[src/rtl/fft_bitrev_buffer.sv]
// Single-frame FFT reorder buffer: collects N samples in natural order, then drains them natural or bit-reversed.
// Latency: first output the cycle after the last input; in_ready drops for the whole drain, out_* hold while out_ready is low.
module fft_bitrev_buffer #(
    parameter int DATA_W = 16,
    parameter int LOG2N  = 4
) (
    input  logic                     clk,
    input  logic                     rst_n,
    input  logic                     in_valid,
    output logic                     in_ready,
    input  logic signed [DATA_W-1:0] in_re,
    input  logic signed [DATA_W-1:0] in_im,
    input  logic                     bitrev_en,
    output logic                     out_valid,
    input  logic                     out_ready,
    output logic signed [DATA_W-1:0] out_re,
    output logic signed [DATA_W-1:0] out_im,
    output logic [LOG2N-1:0]         out_idx,
    output logic                     out_last,
    output logic                     busy
);
    localparam int N = 1 << LOG2N;
    localparam logic [LOG2N-1:0] LAST = LOG2N'(N - 1);

    typedef enum logic [1:0] {IDLE, FILL, DRAIN} state_t;

    state_t                   state_q, state_d;
    logic [LOG2N-1:0]         wr_cnt_q, wr_cnt_d;
    logic [LOG2N-1:0]         rd_cnt_q, rd_cnt_d;
    logic                     mode_q, mode_d;
    logic                     out_valid_q, out_valid_d;
    logic                     out_last_q, out_last_d;
    logic signed [DATA_W-1:0] out_re_q, out_re_d;
    logic signed [DATA_W-1:0] out_im_q, out_im_d;
    logic [LOG2N-1:0]         out_idx_q, out_idx_d;

    logic signed [DATA_W-1:0] mem_re_q [N];
    logic signed [DATA_W-1:0] mem_im_q [N];

    logic             in_hs, out_hs, wr_en, load_en;
    logic [LOG2N-1:0] load_r, rd_addr;

    function automatic logic [LOG2N-1:0] bitrev(input logic [LOG2N-1:0] a);
        logic [LOG2N-1:0] r;
        for (int i = 0; i < LOG2N; i++) begin
            r[i] = a[LOG2N-1-i];
        end
        return r;
    endfunction

    assign in_ready  = (state_q != DRAIN);
    assign busy      = (state_q != IDLE);
    assign in_hs     = in_valid && in_ready;
    assign out_hs    = out_valid_q && out_ready;
    assign out_valid = out_valid_q;
    assign out_last  = out_last_q;
    assign out_re    = out_re_q;
    assign out_im    = out_im_q;
    assign out_idx   = out_idx_q;

    always_comb begin
        state_d     = state_q;
        wr_cnt_d    = wr_cnt_q;
        rd_cnt_d    = rd_cnt_q;
        mode_d      = mode_q;
        out_valid_d = out_valid_q;
        out_last_d  = out_last_q;
        out_re_d    = out_re_q;
        out_im_d    = out_im_q;
        out_idx_d   = out_idx_q;
        wr_en       = 1'b0;
        load_en     = 1'b0;
        load_r      = '0;

        case (state_q)
            IDLE: begin
                if (in_hs) begin
                    wr_en    = 1'b1;
                    wr_cnt_d = wr_cnt_q + 1'b1;
                    mode_d   = bitrev_en;
                    state_d  = FILL;
                end
            end
            FILL: begin
                if (in_hs) begin
                    wr_en = 1'b1;
                    if (wr_cnt_q == LAST) begin
                        wr_cnt_d    = '0;
                        state_d     = DRAIN;
                        out_valid_d = 1'b1;
                        load_en     = 1'b1;
                        load_r      = '0;
                    end else begin
                        wr_cnt_d = wr_cnt_q + 1'b1;
                    end
                end
            end
            DRAIN: begin
                if (out_hs) begin
                    if (rd_cnt_q == LAST) begin
                        rd_cnt_d    = '0;
                        out_valid_d = 1'b0;
                        out_last_d  = 1'b0;
                        state_d     = IDLE;
                    end else begin
                        rd_cnt_d = rd_cnt_q + 1'b1;
                        load_en  = 1'b1;
                        load_r   = rd_cnt_q + 1'b1;
                    end
                end
            end
            default: state_d = IDLE;
        endcase

        // Address 0 reads the same in either order, so the first load needs no special mode handling.
        rd_addr = mode_q ? bitrev(load_r) : load_r;
        if (load_en) begin
            out_re_d   = mem_re_q[rd_addr];
            out_im_d   = mem_im_q[rd_addr];
            out_idx_d  = rd_addr;
            out_last_d = (load_r == LAST);
        end
    end

    always_ff @(posedge clk) begin
        if (!rst_n) begin
            state_q     <= IDLE;
            wr_cnt_q    <= '0;
            rd_cnt_q    <= '0;
            mode_q      <= 1'b0;
            out_valid_q <= 1'b0;
            out_last_q  <= 1'b0;
            out_re_q    <= '0;
            out_im_q    <= '0;
            out_idx_q   <= '0;
        end else begin
            state_q     <= state_d;
            wr_cnt_q    <= wr_cnt_d;
            rd_cnt_q    <= rd_cnt_d;
            mode_q      <= mode_d;
            out_valid_q <= out_valid_d;
            out_last_q  <= out_last_d;
            out_re_q    <= out_re_d;
            out_im_q    <= out_im_d;
            out_idx_q   <= out_idx_d;
        end
    end

    // Storage is never cleared; the counters guarantee every read slot was written in the current frame.
    always_ff @(posedge clk) begin
        if (rst_n && wr_en) begin
            mem_re_q[wr_cnt_q] <= in_re;
            mem_im_q[wr_cnt_q] <= in_im;
        end
    end
endmodule

[config.mk]
export PLATFORM = sky130hd
export DESIGN_NAME = fft_bitrev_buffer
export DESIGN_NICKNAME = d
export VERILOG_FILES = /design/src/rtl/fft_bitrev_buffer.sv
export SDC_FILE = /design/constraint.sdc
export NUM_CORES = 1
export LEC_CHECK = 0
export ABC_AREA = 1
export BUFFER_PORTS_ARGS = -buffer_cell sky130_fd_sc_hd__buf_2
export CORE_AREA = 3 3 264 266
export CTS_CLUSTER_SIZE = 8
export DETAILED_ROUTE_END_ITERATION = 10
export DIE_AREA = 0 0 267 269
export SETUP_SLACK_MARGIN = 0.02
export SYNTH_ARGS = -nofsm -noshare
export SYNTH_HDL_FRONTEND = slang
export SYNTH_SLANG_ARGS = --single-unit
[constraint.sdc]
create_clock -name clk -period 4.4 [get_ports clk]
set_clock_uncertainty 0.15 [all_clocks]
set_input_delay 0.44 -clock clk [delete_from_list [all_inputs] [get_ports clk]]
set_output_delay 0.44 -clock clk [all_outputs]
set_load 0.02 [all_outputs]
== After elaboration in Yosys (flattened, before gate mapping) ==
Memories as Yosys holds them, arrays and structs flattened. A register that Yosys moved wholly into a read port is not among the register bits.
Cells that the tools add are included.
Widths: inputs -> output; s select.

* Register bits after elaboration: 17
* Memory bits (writable): 512
* Input port bits: 37
* Output and inout port bits: 40
* Logic and storage cells: 71
* Memories kept: 2

* $add $sub $neg: 2
* Equal/unequal tests: 11
* Multiplexer cells: 30
* Reductions and logical operators: 19

{| class="wikitable"
|+ Memories
! name !! depth !! width !! read ports !! clocked after Yosys merged registers in !! wr ports !! line !! source
|-
| mem_im_q || 16 || 16 || 1 || 1 || 1 || 38 || <nowiki>logic signed [DATA_W-1:0] mem_im_q [N];</nowiki>
|-
| mem_re_q || 16 || 16 || 1 || 1 || 1 || 37 || <nowiki>logic signed [DATA_W-1:0] mem_re_q [N];</nowiki>
|}

{| class="wikitable"
|+ Operator list
! operator !! count
|-
| $mux 4 || 7
|-
| $mux 1 || 14
|-
| $eq 4x4->1 const B || 3
|-
| $ne 2x2->1 const B || 6
|-
| $reduce_bool 2->1 || 6
|-
| $mux 2 || 5
|-
| $reduce_and 5->1 || 2
|-
| $add 4x1->4 const B || 2
|-
| $pmux 4 s2 || 1
|-
| $pmux 2 s3 || 1
|-
| $reduce_and 3->1 || 2
|-
| $pmux 1 s2 || 2
|-
| $reduce_and 2->1 || 2
|-
| $logic_and 1x1->1 || 3
|-
| $eq 2x1->1 const B || 1
|-
| $eq 2x2->1 const B || 1
|-
| $logic_not 1->1 || 2
|-
| $logic_not 2->1 || 1
|-
| $reduce_or 2->1 || 1
|}

== Longest topological paths before layout ==
Gate-level depths: netlist of run 1.

* Word-level depth: 7
* Mapped depth: 16

== Least setup slack after synthesis of run 1 ==
OpenSTA, ideal clock, no wires.

* Path kind: flip-flop to flip-flop
* Start point: register state_q[0]
* End point: memory mem_im_q[7][0] (enable)
* Data arrival time: 3657 ps
* Data required time: 3789 ps
* Path slack: 132 ps
* Cell stages (with the launch flop): 10
* Buffers on the path: 0
* Path through: dfxtp_1 > inv_1 > ha_1 > inv_1 > nand2_1 > inv_1 > o21ai_0 > inv_1 > nand2_1 > nor3_1

* Word-level cells in the longest chain between the ends: 7
* Elaborated cells on any way between the ends: 10

{| class="wikitable"
|+ Ends and longest elaborated chain
! what !! line !! source
|-
| from (decl) || 27 || <nowiki>state_t state_q, state_d;</nowiki>
|-
| from (signal assigned) || 137 || <nowiki>state_q <= state_d;</nowiki>
|-
| $ne 2x2->1 || 51 || <nowiki>assign in_ready = (state_q != DRAIN);</nowiki>
|-
| via in_ready || 10 || <nowiki>output logic in_ready,</nowiki>
|-
| $logic_and 1x1->1 || 53 || <nowiki>assign in_hs = in_valid && in_ready;</nowiki>
|-
| $mux 1 || 77, 85 ||
|-
| $mux 1 || -- ||
|-
| $logic_and 1x1->1 || 151 || <nowiki>if (rst_n && wr_en) begin</nowiki>
|-
| $mux 1 || 151 ||
|-
| $mux 1 (not written as such) || 153 || <nowiki>mem_im_q[wr_cnt_q] <= in_im;</nowiki>
|-
| to (decl) || 38 ||
|}

The timed path passes the listed nets, and every way through them passes these cells.

== Worst setup path in the final report of run 1 ==
* Start point: register state_q[0]
* End point: memory mem_im_q[1][13] (enable)

* Word-level cells in the longest chain between the ends: 7
* Elaborated cells on any way between the ends: 10

{| class="wikitable"
|+ Ends and longest elaborated chain
! what !! line
|-
| $ne 2x2->1 || 51
|-
| $logic_and 1x1->1 || 53
|-
| $mux 1 || 77, 85
|-
| $mux 1 * || --
|-
| $logic_and 1x1->1 * || 151
|-
| $mux 1 * || 151
|-
| $mux 1 (not written as such) * || 153
|}

Every way passes the cells marked *; elsewhere a longest branch is shown, timed or not.

==> run metrics, run 1 <==
status complete, no violations; Max Root-Sink Buffers 3; Final TNS setup 0 ns; Reg power frac 0.461; wire per inst 19.0 um; Via-to-Cell Ratio 5.00; Cells on Worst Hold Path 1; first drt pass iteration count 5; RePlAce Congestion roughly 0.77; antenna cells 0; synthesized cell area between 20000 and 25000 sq um; Synth cell types 32; Post-Route WL slightly above 60 mm; Post-synth top cells edfxtp_1, nand2_1, nand3_1; R2R depth 10; share of cells above drive strength 1 0.107; # nets final 2299; Synth Flop Type edfxtp_1; Place WS between 1 and 1.5 ns; die area between 70000 and 80000 sq um; Syn-to-layout area delta 16.7%; clk_lat worst skew around 0.61 ns; Post-Syn Instances 2169; Sw Ratio 0.241; fillcell total 6311; Post-synth EDFFs 512; Comb pwr share 0.096; crit-path max cell delay about 0.55 ns; CP arrival approximately 3.5 ns; Fmax ~300 MHz; Port Buffers 76; TritonCTS Buffers 80; Ys Warns 0; fin worst setup slack around 1.1 ns; Required @ worst endpoint roughly 4.5 ns; I/O Pins 77; most used cell, CP inv_1; clock share of power 0.443; post-layout util 0.409; worst slew pin tran about 1.1 ns; post-synthesis net count about 2.2k; Pwr Total 13.0 mW; routed via count around 16k; CTS root buffer clkbuf_16; GRT Overall Usage 0.168; critical path, cell by cell inv_1 -> ha_1 -> inv_1 -> nand2_1 -> inv_1 -> o21ai_0 -> nor2_1 -> nand2_1 -> nor2_4 -> buf_12; Final Instance Area between 20000 and 30000 sq um; first-pass GRT wire length slightly above 90 mm; register area share after synthesis 0.694; Yosys top cell by area edfxtp_1; worst vdd ir a little under 0.3 mV; power density cells around 470 nW/um^2; Die H around 270 um; final period utilization 0.760; flops & latches, synth around 560; crit start category flip-flop; P_sw 3.15 mW; Slew headroom 0.292; DRT iter0 DRCs around 1.5k; CP Capture Type flip-flop; critical path class flip-flop to flip-flop; final hold slack about 0.069 ns; fin cells roughly 3.2k; placed insts between 3k and 4k; clock sinks about 560; top-area cell type share of the netlist area 0.652; Final Slew Violations 0; Final HPWL DP between 30 and 40 mm; num rows 95; max cap viols 0; Worst Hold Class input port to flip-flop; placed cell area about 25000 sq um; leak pwr about 11 nW; CP max-delay cell nor2_4; final setup fails 0; die width 267 um; CTS tree built; grt total ovfl 0; Avg Cell Area, Syn about 11 sq um; crit-path max FO 22; ys async rst share 0; Hold Fails Final Rpt 0; CTS H-Tree Depth 3; RSZ-0062 raised after global routing false; initial antenna violation count 1; clock slew at reported path FFs 0.05 ns; antenna viol nets, final 0; top cells by area, synth edfxtp_1, nand2_1, nand3_1, inv_1, dfxtp_1; Final min period between 3 and 4 ns; # DRC 0; most frequent cell after synthesis edfxtp_1; vias in the first global route 15.5k; largest net degree at the start of global routing between 100 and 150; Internal roughly 9.9 mW; area of the core region ~67000 sq um; starting density of the core 0.350
==> cell families after synthesis <==
group                      synth area share
AOI/OAI and AO/OA                    0.0508
buffers and inverters                0.0711
DFF                                   0.694
adders and majority gates           0.00531
and+or+nand+nor                       0.179
==> path summary, 6_finish.rpt <==
path | start | to | slack, ns
worst min register to register | rd_cnt_q[3] | rd_cnt_q[3] | 0.34
worst max-delay path | state_q[0] | mem_im_q[1][13] | 1.06
worst max register to register | state_q[0] | mem_im_q[1][13] | 1.06
worst min-delay path | in_im[11] | mem_im_q[9][11] | 0.07
==> critical path, delay by kind of cell (launching register included) <==
kind	cells	cell delay [ns]
flops	1	0.37
simple gates	4	1.18
compound gates	1	0.35
buf+inv	4	0.63
fa+ha+maj	1	0.27
==> repair_timing <==
action,in CTS,in global routing
buffers inserted,0,0
hold endpoints to repair,1,0
gates resized for setup,0,0
hold buffers,1,0
==> cells in the final DEF (no fill, tap or decap), types with 4 or more instances in the layout <==
cell / n
buf_12: 14
o21ai_0: 116
nor2_1: 69
ha_1: 10
clkbuf_1: 59
nand2_1: 502
edfxtp_1: 512
o21ai_1: 21
nand3_1: 364
a21oi_1: 48
clkbuf_16: 86
inv_1: 277
dfxtp_1: 49
nor3_2: 4
nor2_4: 13
nand2_2: 5
o211ai_1: 31
buf_4: 32
buf_2: 76
==> cell type report <==
| type | instances | area (sq um) | area share |
|---|---|---|---|
| tap | 873 | 1090 | 0.0397 |
| clock buffer | 145 | 2370 | 0.0863 |
| sequential | 561 | 16400 | 0.595 |
| timing repair buffer | 123 | 911 | 0.0331 |
| clock inverter | 2 | 23.8 | 0.000865 |
| multi-input combinational | 1204 | 5680 | 0.207 |
| inverter | 282 | 1060 | 0.0385 |
==> power groups by stage <==
| stage | clock, mW | combinational [mW] | sequential, mW |
|---|---|---|---|
| detailed placement | 0 | 1.25 | 6.11 |
| floorplan | 0 | 0.816 | 6.12 |
| CTS | 5.88 | 1.26 | 6.01 |
| global placement | 0 | 1.23 | 6.11 |
| global route | 6.12 | 1.40 | 6.02 |
| finish | 5.78 | 1.25 | 6.01 |
==> metal layers <==
| layer | up-vias | GRT usage | share of wire |
|---|---|---|---|
| met5 | - | 0 | 0.00012 |
| met4 | 2 | 0.0616 | 0.026 |
| met3 | 83 | 0.0297 | 0.060 |
| met2 | 537 | 0.272 | 0.47 |
| met1 | 7780 | 0.229 | 0.45 |
| li1 | 7534 | - | - |
==> registers in the layout, summed over array words and instances (netlist names) <==
name       cells
out_re        16
out_last       1
mode_q         1
state_q        2
wr_cnt_q       4
rd_cnt_q       4
out_valid      1
mem_re_q     256
mem_im_q     256
out_im        16
out_idx        4
No activity file was read; power rests on OpenSTA's default activity.
==> inputs of run 2 (changes only) <==
==> constraint.sdc (replaced) <==
create_clock -name clk -period 2.8 [get_ports clk]
set_clock_uncertainty 0.15 [all_clocks]
set_input_delay 0.28 -clock clk [delete_from_list [all_inputs] [get_ports clk]]
set_output_delay 0.28 -clock clk [all_outputs]
set_load 0.02 [all_outputs]
==> run 2 against run 1 <==
Total power rose by 57%. Flip-flop and latch count stayed put. Wire length up 4.4%. Count of clock-buffer cells in the layout down 10. Register-to-register slack lost 0.87 ns. Sequential share of layout area shrank 2.3 points. Critical path depth is the same. Worst setup slack lost 0.87 ns. Critical endpoint is now mem_im_q[2][11]. Largest power group unchanged.
==> run metrics, run 2 (same netlist as run 1, synthesis figures left out) <==
final setup fails 0 (unchanged); CP Capture Type flip-flop; FF+latch area 16400 sq um (unchanged); placed insts 3072 (+0.99%); status complete, no violations; share of cells above drive strength 1 0.123 (+0.0157); routed via count 16.4k (+3.2%); Post-Route WL 63.2 mm (+4.4%); fin worst setup slack 0.186 ns (-0.872 ns); Via-to-Cell Ratio 5.04 (+0.91%); grt total ovfl 0 (unchanged); wire per inst 19.4 um (+2.2%); fin cells 3261 (+2.2%); RePlAce Congestion 0.756 (-1.3%); worst flop-to-flop path startpoint state_q[0]; worst vdd ir 0.433 mV (+49%); CTS root buffer clkbuf_16; CP arrival 2.73 ns (-0.73 ns); first drt pass iteration count 6 (+1); Place WS 0.00745 ns (-1.07 ns); # DRC 0 (unchanged); RSZ-0062 raised after global routing false; Syn-to-layout area delta 21.3%; TritonCTS Buffers 80 (unchanged); Fmax 382 MHz (+28%); Port Buffers 76 (unchanged); Hold Fails Final Rpt 0 (unchanged); CTS H-Tree Depth 3 (unchanged); clock sinks 561 (unchanged); initial antenna violation count 1 (unchanged); vias in the first global route 16.2k (+4.9%); Required @ worst endpoint 2.91 ns (-1.61 ns); clock slew at reported path FFs 0.05 ns (about the same); power density cells 716 nW/um^2 (+51%); Top Registers mem_im_q (256), mem_re_q (256); post-layout util 0.425 (+0.0162); footprint of the multi-input gates 5750 sq um (+1.3%); Worst setup startpoint state_q[0]; Max Root-Sink Buffers 3 (unchanged); die area 71800 sq um (unchanged); commonest non-fill, non-tap cells in the layout edfxtp_1, nand2_1, nand3_1; area of the core region 67300 sq um (unchanged); first-pass GRT wire length 95.8 mm (+3.2%); crit start category flip-flop; starting density of the core 0.350 (unchanged); CTS tree built; Final Slew Violations 0 (unchanged); clk_lat worst skew 0.61 ns (about the same); final period utilization 0.934 (+0.174); I/O Pins 77 (unchanged); antenna viol nets, final 0 (unchanged); Die H 269 um (unchanged); max cap viols 0 (unchanged); crit-path max FO 32 (+45%); Worst Hold Class input port to flip-flop; Final TNS setup 0 ns (unchanged); leak pwr 11.3 nW (+4.4%); leading cell type in the layout, fill and taps excluded edfxtp_1; hold path start rst_n; Slew headroom 0.606 (+0.314); DRT iter0 DRCs 1689 (+15%); # nets final 2374 (+3.3%); fillcell total 6201 (-1.7%); critical path class flip-flop to flip-flop; worst slew pin tran 0.591 ns (-0.470 ns); largest net degree at the start of global routing 89 (-13%); GRT Overall Usage 0.174 (+0.00609); Pwr Total 20.5 mW (+57%); die width 267 um (unchanged); Final min period 2.61 ns (-0.728 ns); Final HPWL DP 34.5 mm (+4.2%); num rows 95 (unchanged)
==> run 2: metrics by stage <==
stage | cell area [sq um] | hold slack [ns]
after floorplan | 23700 | 0.229
after global placement | 25700 | 0.321
after detailed placement | 25700 | 0.344
after CTS | 28400 | 0.00782
after global routing | 28600 | 0.0443
final | 28600 | 0.0618
==> run 2: layer usage <==
layer / wire, um / vias up / track usage
li1: - / 7695 / -
met1: 27100 / 7997 / 0.233
met2: 29700 / 624 / 0.285
met3: 4340 / 123 / 0.0295
met4: 2090 / 0 / 0.0699
met5: 0 / - / 0
==> run 2: worst max-delay path, stage by stage (launching register included) <==
cell and delay (ns):
dfxtp_1 0.38, inv_2 0.08, ha_2 0.22, inv_2 0.06
nand2_1 0.06, inv_1 0.12, o21ai_1 0.20, nor2_1 0.22
nand2_1 0.27, nor2_4 0.18, buf_12 0.30
==> run 2: worst paths after layout <==
path	depth (start not counted)	slack [ns]	to
setup / recovery	10	0.19	mem_im_q[2][11]
hold / removal	4	0.06	out_last
setup reg to reg	10	0.19	mem_im_q[2][11]
hold reg to reg	2	0.35	rd_cnt_q[3]
==> run 2: where the power goes <==
group,internal [mW],switching (mW)
combinational,0.689,1.47
clock,5.35,3.51
sequential,9.36,0.0859
==> run 2: layout make-up <==
class,count,share of cell area
flip-flops and latches,561,0.572
multi-input cells,1204,0.201
clock buffers,135,0.0772
repair buffers,198,0.0705
well taps,873,0.0382
inverters,282,0.0372
clock inverters,7,0.00333
diodes,1,0.0000875
==> run 2: timing repair <==
item,CTS,global route
endpoints found under the setup margin,4,381
hold buffers,35,0
resized for setup,3,13
hold endpoints to repair,517,0
buffers inserted,4,3
pin swaps,2,1
cloned,1,3
